--- src/rtl/hi_lo_multiply_divide_unit.sv ---
// Iterative MULT/MULTU/DIV/DIVU engine that owns the architectural HI/LO registers; MTHI/MTLO write in one cycle.
// Latency: accept at edge T, busy for cycles T+1..T+33, HI/LO valid and done pulsed in cycle T+34.
// Backpressure: busy stalls the pipeline; start while busy is ignored; cancel abandons the op with HI/LO unchanged.
module hi_lo_multiply_divide_unit #(
    parameter int DATA_WIDTH = 32,
    parameter int ITERATIONS = 32
) (
    input  logic                  clk,
    input  logic                  clear_n,
    input  logic                  start_execute,
    input  logic [5:0]            ALU_function_execute,
    input  logic [DATA_WIDTH-1:0] operand_a,
    input  logic [DATA_WIDTH-1:0] operand_b,
    input  logic                  cancel,
    output logic                  busy,
    output logic                  done,
    output logic [DATA_WIDTH-1:0] hi,
    output logic [DATA_WIDTH-1:0] lo
);

    localparam int CNT_W = (ITERATIONS > 1) ? $clog2(ITERATIONS) : 1;
    localparam logic [CNT_W-1:0] LAST_ITER = CNT_W'(ITERATIONS - 1);

    localparam logic [5:0] FN_MULT  = 6'h18;
    localparam logic [5:0] FN_MULTU = 6'h19;
    localparam logic [5:0] FN_DIV   = 6'h1A;
    localparam logic [5:0] FN_DIVU  = 6'h1B;
    localparam logic [5:0] FN_MTHI  = 6'h11;
    localparam logic [5:0] FN_MTLO  = 6'h13;

    typedef enum logic [1:0] {
        IDLE   = 2'd0,
        RUN    = 2'd1,
        FINISH = 2'd2
    } state_t;

    state_t state, state_nxt;

    logic [CNT_W-1:0]      counter;
    logic [DATA_WIDTH-1:0] work_hi;
    logic [DATA_WIDTH-1:0] work_lo;
    logic [DATA_WIDTH-1:0] operand_reg;
    logic                  is_div;
    logic                  neg_main;
    logic                  neg_rem;
    logic                  div_zero;

    logic accept_md;
    logic accept_mthi;
    logic accept_mtlo;
    logic commit;

    // ---------------- control ----------------
    always_ff @(posedge clk or negedge clear_n) begin
        if (!clear_n) begin
            state <= IDLE;
        end else begin
            state <= state_nxt;
        end
    end

    always_comb begin
        state_nxt   = state;
        accept_md   = 1'b0;
        accept_mthi = 1'b0;
        accept_mtlo = 1'b0;
        commit      = 1'b0;
        case (state)
            IDLE: begin
                // A simultaneous flush drops the accept entirely.
                if (start_execute && !cancel) begin
                    case (ALU_function_execute)
                        FN_MULT, FN_MULTU, FN_DIV, FN_DIVU: begin
                            accept_md = 1'b1;
                            state_nxt = RUN;
                        end
                        FN_MTHI: accept_mthi = 1'b1;
                        FN_MTLO: accept_mtlo = 1'b1;
                        default: ;
                    endcase
                end
            end
            RUN: begin
                if (cancel) begin
                    state_nxt = IDLE;
                end else if (counter == LAST_ITER) begin
                    state_nxt = FINISH;
                end
            end
            FINISH: begin
                state_nxt = IDLE;
                commit    = !cancel;
            end
            default: state_nxt = IDLE;
        endcase
    end

    assign busy = (state == RUN) || (state == FINISH);

    // ---------------- operand conditioning ----------------
    logic                  signed_op;
    logic                  mult_op;
    logic [DATA_WIDTH-1:0] a_mag;
    logic [DATA_WIDTH-1:0] b_mag;

    always_comb begin
        signed_op = (ALU_function_execute == FN_MULT) || (ALU_function_execute == FN_DIV);
        mult_op   = (ALU_function_execute == FN_MULT) || (ALU_function_execute == FN_MULTU);
        a_mag     = (signed_op && operand_a[DATA_WIDTH-1]) ? ('0 - operand_a) : operand_a;
        b_mag     = (signed_op && operand_b[DATA_WIDTH-1]) ? ('0 - operand_b) : operand_b;
    end

    // ---------------- iteration step ----------------
    logic [DATA_WIDTH:0]   mul_sum;
    logic [DATA_WIDTH:0]   div_shifted;
    logic [DATA_WIDTH-1:0] div_diff;
    logic                  div_ge;

    always_comb begin
        mul_sum     = {1'b0, work_hi} + (work_lo[0] ? {1'b0, operand_reg} : '0);
        div_shifted = {work_hi, work_lo[DATA_WIDTH-1]};
        div_ge      = div_shifted >= {1'b0, operand_reg};
        // When div_ge holds the true difference is below the divisor, so the low bits suffice.
        div_diff    = div_shifted[DATA_WIDTH-1:0] - operand_reg;
    end

    // ---------------- sign correction ----------------
    logic [2*DATA_WIDTH-1:0] product;
    logic [DATA_WIDTH-1:0]   quotient;
    logic [DATA_WIDTH-1:0]   remainder;
    logic [DATA_WIDTH-1:0]   result_hi;
    logic [DATA_WIDTH-1:0]   result_lo;

    always_comb begin
        product   = {work_hi, work_lo};
        quotient  = work_lo;
        remainder = work_hi;
        if (neg_main) begin
            product  = '0 - product;
            quotient = '0 - quotient;
        end
        if (neg_rem) begin
            remainder = '0 - remainder;
        end
        if (is_div) begin
            // Divide by zero leaves |a| in the remainder; re-signing it restores operand_a.
            result_hi = remainder;
            result_lo = div_zero ? '1 : quotient;
        end else begin
            result_hi = product[2*DATA_WIDTH-1:DATA_WIDTH];
            result_lo = product[DATA_WIDTH-1:0];
        end
    end

    // ---------------- datapath and architectural registers ----------------
    always_ff @(posedge clk or negedge clear_n) begin
        if (!clear_n) begin
            counter     <= '0;
            work_hi     <= '0;
            work_lo     <= '0;
            operand_reg <= '0;
            is_div      <= 1'b0;
            neg_main    <= 1'b0;
            neg_rem     <= 1'b0;
            div_zero    <= 1'b0;
            hi          <= '0;
            lo          <= '0;
            done        <= 1'b0;
        end else begin
            done <= commit;
            if (accept_md) begin
                counter     <= '0;
                work_hi     <= '0;
                work_lo     <= mult_op ? b_mag : a_mag;
                operand_reg <= mult_op ? a_mag : b_mag;
                is_div      <= !mult_op;
                neg_main    <= signed_op && (operand_a[DATA_WIDTH-1] ^ operand_b[DATA_WIDTH-1]);
                neg_rem     <= signed_op && !mult_op && operand_a[DATA_WIDTH-1];
                div_zero    <= (operand_b == '0);
            end else if (state == RUN) begin
                counter <= counter + 1'b1;
                if (is_div) begin
                    work_hi <= div_ge ? div_diff : div_shifted[DATA_WIDTH-1:0];
                    work_lo <= {work_lo[DATA_WIDTH-2:0], div_ge};
                end else begin
                    work_hi <= mul_sum[DATA_WIDTH:1];
                    work_lo <= {mul_sum[0], work_lo[DATA_WIDTH-1:1]};
                end
            end
            if (accept_mthi) begin
                hi <= operand_a;
            end
            if (accept_mtlo) begin
                lo <= operand_a;
            end
            if (commit) begin
                hi <= result_hi;
                lo <= result_lo;
            end
        end
    end

endmodule

--- config.mk ---
export PLATFORM = sky130hd
export DESIGN_NAME = hi_lo_multiply_divide_unit
export DESIGN_NICKNAME = d
export VERILOG_FILES = /design/src/rtl/hi_lo_multiply_divide_unit.sv
export SDC_FILE = /design/constraint.sdc
export NUM_CORES = 1
export LEC_CHECK = 0
export BUFFER_PORTS_ARGS = -buffer_cell sky130_fd_sc_hd__buf_2
export CORE_ASPECT_RATIO = 2
export CORE_MARGIN = 2
export CORE_UTILIZATION = 30
export CTS_CLUSTER_DIAMETER = 200
export CTS_CLUSTER_SIZE = 8
export DETAILED_ROUTE_END_ITERATION = 6
export PLACE_DENSITY = 0.58
export SYNTH_ARGS = -nofsm -noshare
export SYNTH_HDL_FRONTEND = slang
export SYNTH_SLANG_ARGS = --single-unit
--- constraint.sdc ---
create_clock -name clk -period 3.6 [get_ports clk]
set_clock_uncertainty 0.15 [all_clocks]
set_input_delay 0.54 -clock clk [delete_from_list [all_inputs] [get_ports clk]]
set_output_delay 0.54 -clock clk [all_outputs]
set_load 0.1 [all_outputs]
Word-level counts from Yosys, hierarchy flattened
Index checks and enable logic that the tools add are counted.
{ "totals": {"reg_bits": 172, "output_inout_bits": 66, "word_cells": 91} }
{ "op_classes": {"add_sub_neg": 8, "magnitude_cmp": 1, "eq_ne": 12, "mux": 39, "n_bitwise": 1, "reduce_logical": 18} }
{ "ops": {"columns": ["cell", "count"], "rows": [
  ["2-to-1 mux 32 bit", 21],
  ["subtractor 1 x 32 -> 32 bit, first input constant", 4],
  ["2-to-1 mux 64 bit", 1],
  ["subtractor 1 x 64 -> 64 bit, first input constant", 1],
  ["== test 6 x 5 -> 1 bit, second input constant", 6],
  ["adder 32 x 32 -> 33 bit", 1],
  ["greater-or-equal comparator 33 x 32 -> 1 bit", 1],
  ["logical NOT 32 bit", 1],
  ["subtractor 32 bit", 1],
  ["2-to-1 mux 1 bit", 10],
  ["2-to-1 mux 5 bit", 2],
  ["2-to-1 mux 2 bit", 4],
  ["logical AND 1 bit", 6],
  ["nonzero test 2 bit", 3],
  ["adder 5 x 1 -> 5 bit, second input constant", 1],
  ["== test 5 bit, second input constant", 1],
  ["one-hot mux 2 bit (2 select lines)", 1],
  ["OR reduction 4 bit", 1],
  ["logical OR 1 bit", 3],
  ["!= test 3 bit, second input constant", 1],
  ["AND reduction 3 bit", 1],
  ["== test 2 x 1 -> 1 bit, second input constant", 1],
  ["== test 2 bit, second input constant", 1],
  ["logical NOT 1 bit", 2],
  ["4 further kinds", 4]
]} }

Depth between registers and ports, before layout
Gate-level depths: netlist of run 1.
{ "logic_depth": {"word_depth": 6, "ltp_mapped": 14, "depth_no_buf": 13} }

Least setup slack after synthesis of run 1
Ideal clock, no wire load.
{ "synth_path": {"path_kind": "reg2reg", "from": "register work_hi[11]", "to": "register work_hi[23]", "t_arrival_ps": 3293, "required_ps": 3311, "setup_slack_ps": 18, "stages_incl_launch_ff": 13, "path_buffers": 3, "synth_period_minus_slack_ps": 3582, "cell_sequence": "dfrtp_1 ha_1 clkbuf_1 a21oi_1 nor2_1 or4_1 o221a_2 o31ai_1 nand2_1 clkbuf_1 clkbuf_1 o211ai_1 a31oi_1"} }
{ "synth_between": {"elab_chain_len": 5} }
{ "synth_rtl": {"columns": ["item", "line", "rtl"], "rows": [
  ["start, declared", "40", "logic [DATA_WIDTH-1:0] work_hi;"],
  ["start signal, assigned", "183", "work_hi <= div_ge ? div_diff : div_shifted[DATA_WIDTH-1:0];"],
  ["start signal, assigned", "186", "work_hi <= mul_sum[DATA_WIDTH:1];"],
  ["subtractor 32 bit or greater-or-equal comparator 33 x 32 -> 1 bit (tied branches)", "124, 122", null],
  ["2-to-1 mux 32 bit", "183", null],
  ["2-to-1 mux 32 bit *", "182", "if (is_div) begin"],
  ["2-to-1 mux 32 bit *", "180", "end else if (state == RUN) begin"],
  ["2-to-1 mux 32 bit *", "171", "if (accept_md) begin"]
]} }
Every way passes the cells marked *; elsewhere a longest branch is shown, timed or not. The select of a mux whose other input is x is not followed.
A chain may end at the register's enable or synchronous reset.

Final worst setup path of run 1
{ "layout_path": {"from": "register work_lo[14]", "to": "register hi[21]"} }
{ "layout_between": {"elab_chain_len": 4} }
{ "layout_rtl": {"columns": ["item", "line", "rtl"], "rows": [
  ["start, declared", "41", "logic [DATA_WIDTH-1:0] work_lo;"],
  ["start signal, assigned", "174", "work_lo <= mult_op ? b_mag : a_mag;"],
  ["start signal, assigned", "184", "work_lo <= {work_lo[DATA_WIDTH-2:0], div_ge};"],
  ["start signal, assigned", "187", "work_lo <= {mul_sum[0], work_lo[DATA_WIDTH-1:1]};"],
  ["subtractor 1 x 64 -> 64 bit", "139", "product = '0 - product;"],
  ["2-to-1 mux 64 bit", "138", "if (neg_main) begin"],
  ["2-to-1 mux 32 bit", "145", "if (is_div) begin"],
  ["2-to-1 mux 32 bit", "196", "if (commit) begin"],
  ["end signal, assigned", "191", "hi <= operand_a;"],
  ["end signal, assigned", "197", "hi <= result_hi;"],
  ["end, declared", "17", "output logic [DATA_WIDTH-1:0] hi,"]
]} }
Every way passes these cells.

==> results.cfg, run 1 <==
[setup_path]
crit_arrival_ns = 3.73
crit_family = simple AND/OR/NAND/NOR gates
end_kind = flip-flop
cp_data_required_time_ns = 3.77
r2r_start = work_lo[14]
start_kind = flip-flop
worstSetupPathType = flip-flop to flip-flop
slowest_delay_ns = 0.59
cp_max_fo = 3
reg2reg_to = hi[21]
r2r_cells = 9
crit_top_cell = or4_4
reg2reg_slack_ns = 0.04
critPathSlowestCell = or4_4
crit_chain = or4_4 -> or4_4 -> or4_4 -> or4b_4 -> nand2_2 -> a21oi_2 -> o41ai_2 -> xor2_1 -> a21oi_1
timing.critical_path.buf_inv = 0

[timing]
worst_pin_slew_ns = 1.142
finalMaxSlewViolations = 0
period_minus_slack_ns = 3.561
max_clock_freq_mhz = 280.8
worst_slack_ns = 0.03901
hold_violations = 0
rsz0062_at_grt = true
setup_viol_count_final = 0
slew_headroom_pct = 23.09
fin_crit_sh_pct = 98.92

[logic_synthesis]
yosys.cell_types.count = 75
synth_edf_count = 0
synth-seq-cells = 172
synth_most_common_cell = nand2_1
netlist_top_cells_area = dfrtp_1, o21ai_0, nand2_1, ha_1, xor2_1
yosysWarnings = 0
avgSynthCellArea_um2 = 7.691
synthesis.area_um2 = 15380
synth_top_area_share_pct = 27.98
synth_ff_type = dfrtp_1
synth_nets = 2149
ys_async_sr_fraction_pct = 100.0
netlist_top_cells_count = nand2_1, o21ai_0, dfrtp_1
yosys.area.top_type = dfrtp_1
ys_seq_area_share_pct = 27.98
postSynthCellCount = 2000

[detailed_routing]
drtIter0Drc = 1187
first_pass_iters = 7
via_count = 16790
drc = 0
ant_nets = 0
vias_per_cell = 5.666
wl_per_cell_um = 25.98
wirelength_um = 76990

[worst_hold_path]
hold_path_end = lo[20]
hold_path_depth = 3
hold_class = input pin to flip-flop
hold_start = operand_a[20]

[power]
ir_worst_vdd_mv = 0.8867
power.density_nw_per_um2 = 1000
power_leakage_uw = 0.008376
power_uw = 19260

[grt]
antenna_found_initial = 0
grt_max_degree = 79
first_global_vias = 17300
grt_use_total_pct = 29.01
overflow = 0
grt_pass1_wl_um = 111000

[job]
maxCapViolCount = 0

[clocking]
cts.htree.levels = 4
clk_pin_slew_ns = 0.08
clock_sinks = 172
cts_tree = built
max-clock-path-buffers = 2
cts_buffers = 17
cts_root_buf = clkbuf_16
clk_latency_ns = 0.47

[die]
num_rows = 117
core_area_um2 = 50800
ios = 140
start_util_pct = 30.28
die_h_um = 324.2
die_w_um = 164.1
die_area_um2 = 53210

[finish]
drive_gt1_share_pct = 21.56
diodes = 0
syn_to_final_growth_pct = 25.19
nets = 2447
final_util_pct = 37.91
final_cells = 2964

[place]
dp_hpwl_um = 62220
place_congestion = 1.005
dp_slack_ns = -0.2155
io_buffer_count = 139
dp_cells = 2928

[outcome]
status = finished, final reports clean
[where the power goes]
part	switching, µW	internal, µW	total [µW]	leakage (µW)
clock network	916	977	1890	0.000264
registers	681	2760	3440	0.00204
logic	9130	4800	13900	0.00607
[worst max-delay path by stage]
stage	from	to	depth (start not counted)
final	work_lo[14]	hi[21]	9
after global routing	work_lo[14]	hi[21]	9
after CTS	work_lo[14]	hi[19]	10
after detailed placement	work_lo[0]	work_hi[30]	15
after global placement	work_lo[31]	work_hi[26]	15
after floorplan	work_hi[11]	work_hi[23]	12
[through the flow]
stage,hold WS [ns],instance area (µm²),TNS (ns)
final,0.2573,19260,0
after detailed placement,0.3259,18540,-0.4760
after CTS,0.2440,19140,0
after floorplan,0.09441,15380,0
after global placement,0.3169,18540,-0.3647
after global routing,0.2653,19260,-0.02286
[kinds of logic after synthesis]
logic type | Yosys count | synth area share (%)
fa+ha+maj | 75 | 6.198
simple gates | 673 | 19.99
buf+inv | 190 | 4.718
xor+xnor | 171 | 9.736
flops | 172 | 27.98
mux | 87 | 5.726
compound gates | 632 | 25.65
[tightest hold or removal path: cells and delay by family]
kind / cells / cell delay, ns
buf+inv: 1 / 0.14
simple gates: 1 / 0.06
compound gates: 1 / 0.09
[layout by cell type, fill, tap and decap left out, types with 57 or more instances in the layout]
cell	instances
buf_2	137
xnor2_1	71
a21oi_1	138
o21ai_0	219
inv_1	57
ha_1	72
dfrtp_1	171
mux2i_1	79
nor2_1	146
xor2_1	100
buf_4	258
nand2_1	296
[layer usage]
layer	up-vias	routed length [µm]	track usage, %
li1	7775	-	-
met1	8093	24150	26.49
met2	631	39680	52.13
met3	295	3195	3.838
met4	0	9965	31.21
met5	-	0	0
[layout make-up]
type | count | area (µm²)
Fill cell | 5306 | 31540
Multi-Input combinational cell | 1638 | 10490
Sequential cell | 172 | 4305
Timing Repair Buffer | 410 | 2865
Tap cell | 654 | 818.3
Clock buffer | 20 | 446.7
Inverter | 59 | 221.5
Clock inverter | 11 | 110.1
[timing repair]
item | in CTS | in global routing
hold endpoints to repair | 56 | 0
hold buffers | 1 | 0
buffers inserted | 1 | 2
resized for setup | 9 | 24
endpoints found under the setup margin | 8 | 29
pin swaps | 1 | 6
(Power assumes the default switching activity.)
==> run 2: changes to the inputs <==
SETUP_SLACK_MARGIN = 0.3   (was unset)
==> run 2 against run 1 <==
  * First-iteration DRC count fell by 0.42%
  * Critical path depth is the same
  * Non-clock buffer count fell by 9
  * Global-route usage is 0.60 points lower
  * Largest cell class unchanged
==> results.cfg, run 2 (same netlist as run 1, synthesis figures left out) <==
[clocking]
max-clock-path-buffers = 2
clk_latency_ns = 0.48
cts_buffers = 17
cts.htree.levels = 4
cts_root_buf = clkbuf_16
cts_tree = built
clock_sinks = 172
clk_pin_slew_ns = 0.08

[power]
p_comb_share_pct = 72.2
pwr-share-seq_pct = 17.7
p_int_uw = 8901
clockPowerShare_pct = 10.2
power_leakage_uw = 0.008460
power.density_nw_per_um2 = 1009
ir_worst_vdd_mv = 0.7188
swShare_pct = 55.26
p_switching_uw = 10990

[die]
die_h_um = 324.2
die_area_um2 = 53210
start_util_pct = 30.28
core_area_um2 = 50800
ios = 140
num_rows = 117
die_w_um = 164.1

[grt]
antenna_found_initial = 4
first_global_vias = 17090
overflow = 0
grt_max_degree = 71
grt_use_total_pct = 28.41
grt_pass1_wl_um = 109300

[timing]
worst_slack_ns = 0.08361
period_minus_slack_ns = 3.516
max_clock_freq_mhz = 284.4
setup_viol_count_final = 0
worst_pin_slew_ns = 1.181
rsz0062_at_grt = true
slew_headroom_pct = 20.67
fin_crit_sh_pct = 97.68
finalMaxSlewViolations = 0
hold_violations = 0

[finish]
final_common_cell = nand2_1
drive_gt1_share_pct = 24.37
layout_common_cells = nand2_1, buf_4, o21ai_0
nets = 2438
syn_to_final_growth_pct = 28.22
final_cells = 2960

[detailed_routing]
first_pass_iters = 6
vias_per_cell = 5.749
wirelength_um = 76130
drtIter0Drc = 1182
via_count = 17020
drc = 0
ant_nets = 0
wl_per_cell_um = 25.72

[setup_path]
crit_family = simple AND/OR/NAND/NOR gates
end_kind = flip-flop
crit_chain = or4_4 -> or4_4 -> or4_4 -> or4b_4 -> nand2_4 -> a21oi_4 -> o41ai_2 -> xor2_1 -> a21oi_1
start_kind = flip-flop
timing.critical_path.buf_inv = 0
worstSetupPathType = flip-flop to flip-flop
cp_data_required_time_ns = 3.78
cp_max_fo = 4
slowest_delay_ns = 0.58
crit_arrival_ns = 3.70
critPathSlowestCell = or4_4
crit_top_cell = or4_4

[place]
dp_slack_ns = -0.05602
dp_hpwl_um = 59900
io_buffer_count = 139
place_congestion = 1.043
dp_cells = 2898

[worst_hold_path]
hold_class = input pin to flip-flop

[job]
maxCapViolCount = 0

[outcome]
status = finished, final reports clean
==> run 2: cell types whose count changed in the layout (fill, tap and decap cells not counted), moves of 4 or more <==
cell and change:
diode_2 +4, a21oi_1 -11, inv_2 +10, a21oi_2 +9, o21ai_1 +7, buf_6 +7
ha_4 +9, o21ai_0 -12, o21ai_2 +5, ha_1 -11, inv_1 -11, buf_4 -17
==> run 2: path summary, 6_finish.rpt <==
check | from | end | slack [ns] | cells after the start
max | work_lo[14] | hi[21] | 0.08 | 9
min | cancel | state[1] | 0.25 | 3
max reg2reg | work_lo[14] | hi[21] | 0.08 | 9
min reg2reg | operand_reg[18] | operand_reg[18] | 0.35 | 2
max in group asynchronous | clear_n | is_div | 1.96 | 3
min in group asynchronous | clear_n | done | 0.45 | 2
==> run 2: per-stage QoR <==
step / power, µW / hold slack, ns / util (%) / setup TNS (ns) / instance area [µm²]
after floorplan: 11840 / 0.09441 / - / 0 / 15420
after global placement: 16590 / 0.3224 / 36.08 / -0.04936 / 18330
after detailed placement: 16700 / 0.3251 / 36.08 / -0.05602 / 18330
after CTS: 19180 / 0.2365 / 37.89 / 0 / 19250
after global routing: 20840 / 0.2486 / 38.82 / 0 / 19720
final: 19890 / 0.2498 / 38.83 / 0 / 19720
==> run 2: cell type report <==
| class | count | area (µm²) |
|---|---|---|
| Antenna cell | 4 | 10.01 |
| Clock buffer | 20 | 456.7 |
| Clock inverter | 12 | 150.1 |
| Fill cell | 5189 | 31070 |
| Inverter | 59 | 224.0 |
| Multi-Input combinational cell | 1638 | 10920 |
| Sequential cell | 172 | 4305 |
| Tap cell | 654 | 818.3 |
| Timing Repair Buffer | 401 | 2839 |
==> run 2: timing repair <==
action,4_1_cts,5_1_grt
hold buffers,1,0
gates resized for setup,60,89
endpoints found under the hold margin,53,0
pin swaps,18,51
setup endpoints to repair,40,53
setup buffers,8,17
==> run 2: worst min-delay path, stage by stage <==
cell	delay (ns)
buf_2	0.11
nand2b_1	0.12
a21oi_1	0.06
==> run 2: metal layers <==
| metal | track usage [%] | part of all wire [%] | up-vias |
|---|---|---|---|
| met4 | 27.58 | 12 | 0 |
| met3 | 4.807 | 5.0 | 310 |
| met1 | 25.43 | 31 | 8253 |
| li1 | - | - | 7777 |
| met2 | 52.31 | 52 | 677 |
| met5 | 0 | 0 | - |
==> run 2: power groups by stage <==
| stage | logic (µW) | registers (µW) | clock network, µW |
|---|---|---|---|
| 2_1_floorplan | 6130 | 5720 | 0 |
| 3_3_place_gp | 13100 | 3460 | 0 |
| 3_5_place_dp | 13200 | 3490 | 0 |
| 4_1_cts | 13700 | 3470 | 2050 |
| 5_1_grt | 15200 | 3580 | 2110 |
| 6_report | 14400 | 3510 | 2020 |
==> run 3: changes to the inputs <==
==> constraint.sdc (replaced) <==
create_clock -name clk -period 3.6 [get_ports clk]
set_clock_uncertainty 0.15 [all_clocks]
set_input_delay 0.72 -clock clk [delete_from_list [all_inputs] [get_ports clk]]
set_output_delay 0.72 -clock clk [all_outputs]
set_load 0.1 [all_outputs]
==> run 3 against run 2 <==
  * Core utilization rose by 0.079 points
  * Clock power rose by 12%
  * Critical path type unchanged
  * Setup slack improved by 0.0081 ns
  * Wire length barely moved
==> results.cfg, run 3 (same netlist as run 1, synthesis figures left out) <==
[setup_path]
start_kind = flip-flop
crit_top_cell = or4_4
reg2reg_slack_ns = 0.09
cp_max_fo = 5
slowest_delay_ns = 0.57
r2r_start = work_lo[14]
crit_chain = or4_4 -> or4_4 -> or4_4 -> or4b_4 -> nand2_2 -> a21oi_2 -> o41ai_2 -> xor2_1 -> a21oi_1
reg2reg_to = hi[21]
critPathSlowestCell = or4_4
crit_arrival_ns = 3.73
end_kind = flip-flop
worstSetupPathType = flip-flop to flip-flop
cp_data_required_time_ns = 3.82
r2r_cells = 9

[timing]
worst_pin_slew_ns = 1.151
setup_viol_count_final = 0
slew_headroom_pct = 22.47
period_minus_slack_ns = 3.508
fin_crit_sh_pct = 97.45
finalMaxSlewViolations = 0
hold_ws_ns = 0.05712
rsz0062_at_grt = true
max_clock_freq_mhz = 285.0
hold_violations = 0

[clocking]
clk_latency_ns = 0.53
max-clock-path-buffers = 3
clock_sinks = 172
clk_pin_slew_ns = 0.07
cts_root_buf = clkbuf_16
cts_hold_buf = 0
cts_buffers = 25
cts.htree.levels = 4
cts_tree = built

[die]
ios = 140
die_h_um = 324.2
die_w_um = 164.1
num_rows = 117
core_area_um2 = 50800
start_util_pct = 30.28
die_area_um2 = 53210

[power]
p_int_uw = 8978
swShare_pct = 54.75
power_leakage_uw = 0.008538
power_uw = 19840
p_switching_uw = 10860
p_comb_share_pct = 71.3
pwr-share-seq_pct = 17.3
power.density_nw_per_um2 = 1004
clockPowerShare_pct = 11.4
ir_worst_vdd_mv = 0.9224

[finish]
final_common_cell = nand2_1
nFillCells = 5167
layout_common_cells = nand2_1, buf_4, o21ai_0
nets = 2456
multi_input_area_um2 = 10860
final_cells = 2966
syn_to_final_growth_pct = 28.48
final-seq-area_um2 = 4305
final_util_pct = 38.90
drive_gt1_share_pct = 24.45

[detailed_routing]
drtIter0Drc = 1118
via_count = 17040
first_pass_iters = 5
wirelength_um = 76100
vias_per_cell = 5.744
drc = 0
ant_nets = 0
wl_per_cell_um = 25.66

[grt]
grt_use_total_pct = 28.20
first_global_vias = 17160
grt_pass1_wl_um = 108900
antenna_found_initial = 1
overflow = 0
grt_max_degree = 127

[place]
io_buffer_count = 139
dp_cells = 2917
place_congestion = 1.070
dp_hpwl_um = 59330

[job]
maxCapViolCount = 0

[worst_hold_path]
hold_class = input pin to async pin

[outcome]
status = finished, final reports clean
-- run 3: cell types whose count changed in the layout (fill, tap and decap cells not counted), sizes merged --
cell / before / now
clkinv: 3 / 0
dlygate4sd3: 1 / 0
clkinvlp: 1 / 2
bufinv: 2 / 1
buf: 400 / 411
inv: 65 / 59
clkbuf: 20 / 28
diode: 4 / 1
-- run 3: power by group through the flow --
| stage | clock network, µW | logic, µW | registers, µW |
|---|---|---|---|
| floorplan | 0 | 6130 | 5720 |
| global placement | 0 | 13100 | 3400 |
| detailed placement | 0 | 13300 | 3420 |
| CTS | 2290 | 13600 | 3400 |
| global route | 2350 | 14900 | 3490 |
| finish | 2260 | 14100 | 3430 |
-- run 3: routing by layer --
metal | GRT usage (%) | up-vias | routed length (µm)
li1 | - | 7793 | -
met1 | 25.62 | 8198 | 23760
met2 | 50.39 | 729 | 39000
met3 | 4.271 | 317 | 3617
met4 | 30.41 | 0 | 9725
met5 | 0 | - | 0
-- run 3: worst max path at each step --
stage                         startpoint          end  slack, ns  cells past startpoint
final                        work_lo[14]       hi[21]       0.09                      9
after global routing         work_lo[14]       hi[21]       0.02                      9
after CTS                    work_lo[14]       hi[21]       0.10                      9
after detailed placement  operand_reg[0]  work_hi[30]      -0.14                     14
after global placement      operand_a[4]  work_lo[24]      -0.13                      9
after floorplan              work_lo[14]       hi[21]       0.16                     10
-- run 3: stage by stage --
stage          setup TNS (ns)  instance area (µm²)  setup WS, ns
3_5_place_dp          -0.6164                18470       -0.1367
2_1_floorplan               0                15430        0.1647
6_report                    0                19760       0.09174
4_1_cts                     0                19450        0.1021
5_1_grt                     0                19760       0.02177
3_3_place_gp          -0.3955                18470       -0.1261
-- run 3: critical path: cells and delay by family, from the launching register on --
family / cells / cell delay, ns
flops: 1 / 0.38
compound gates: 3 / 0.40
simple gates: 5 / 2.23
xor+xnor: 1 / 0.19
-- run 3: timing repair --
item                       in CTS  in global routing
resized for setup              54                 63
setup endpoints to repair      45                 54
buffers inserted                8                  9
pin swaps                      21                 42
-- run 3: cell type report --
cell class,instances,area share (%)
clock inverters,3,0.2279
inverters,59,1.133
clock buffers,28,3.273
repair buffers,411,14.49
diodes,1,0.01266
multi-input cells,1638,54.94
well taps,654,4.141
flip-flops and latches,172,21.79
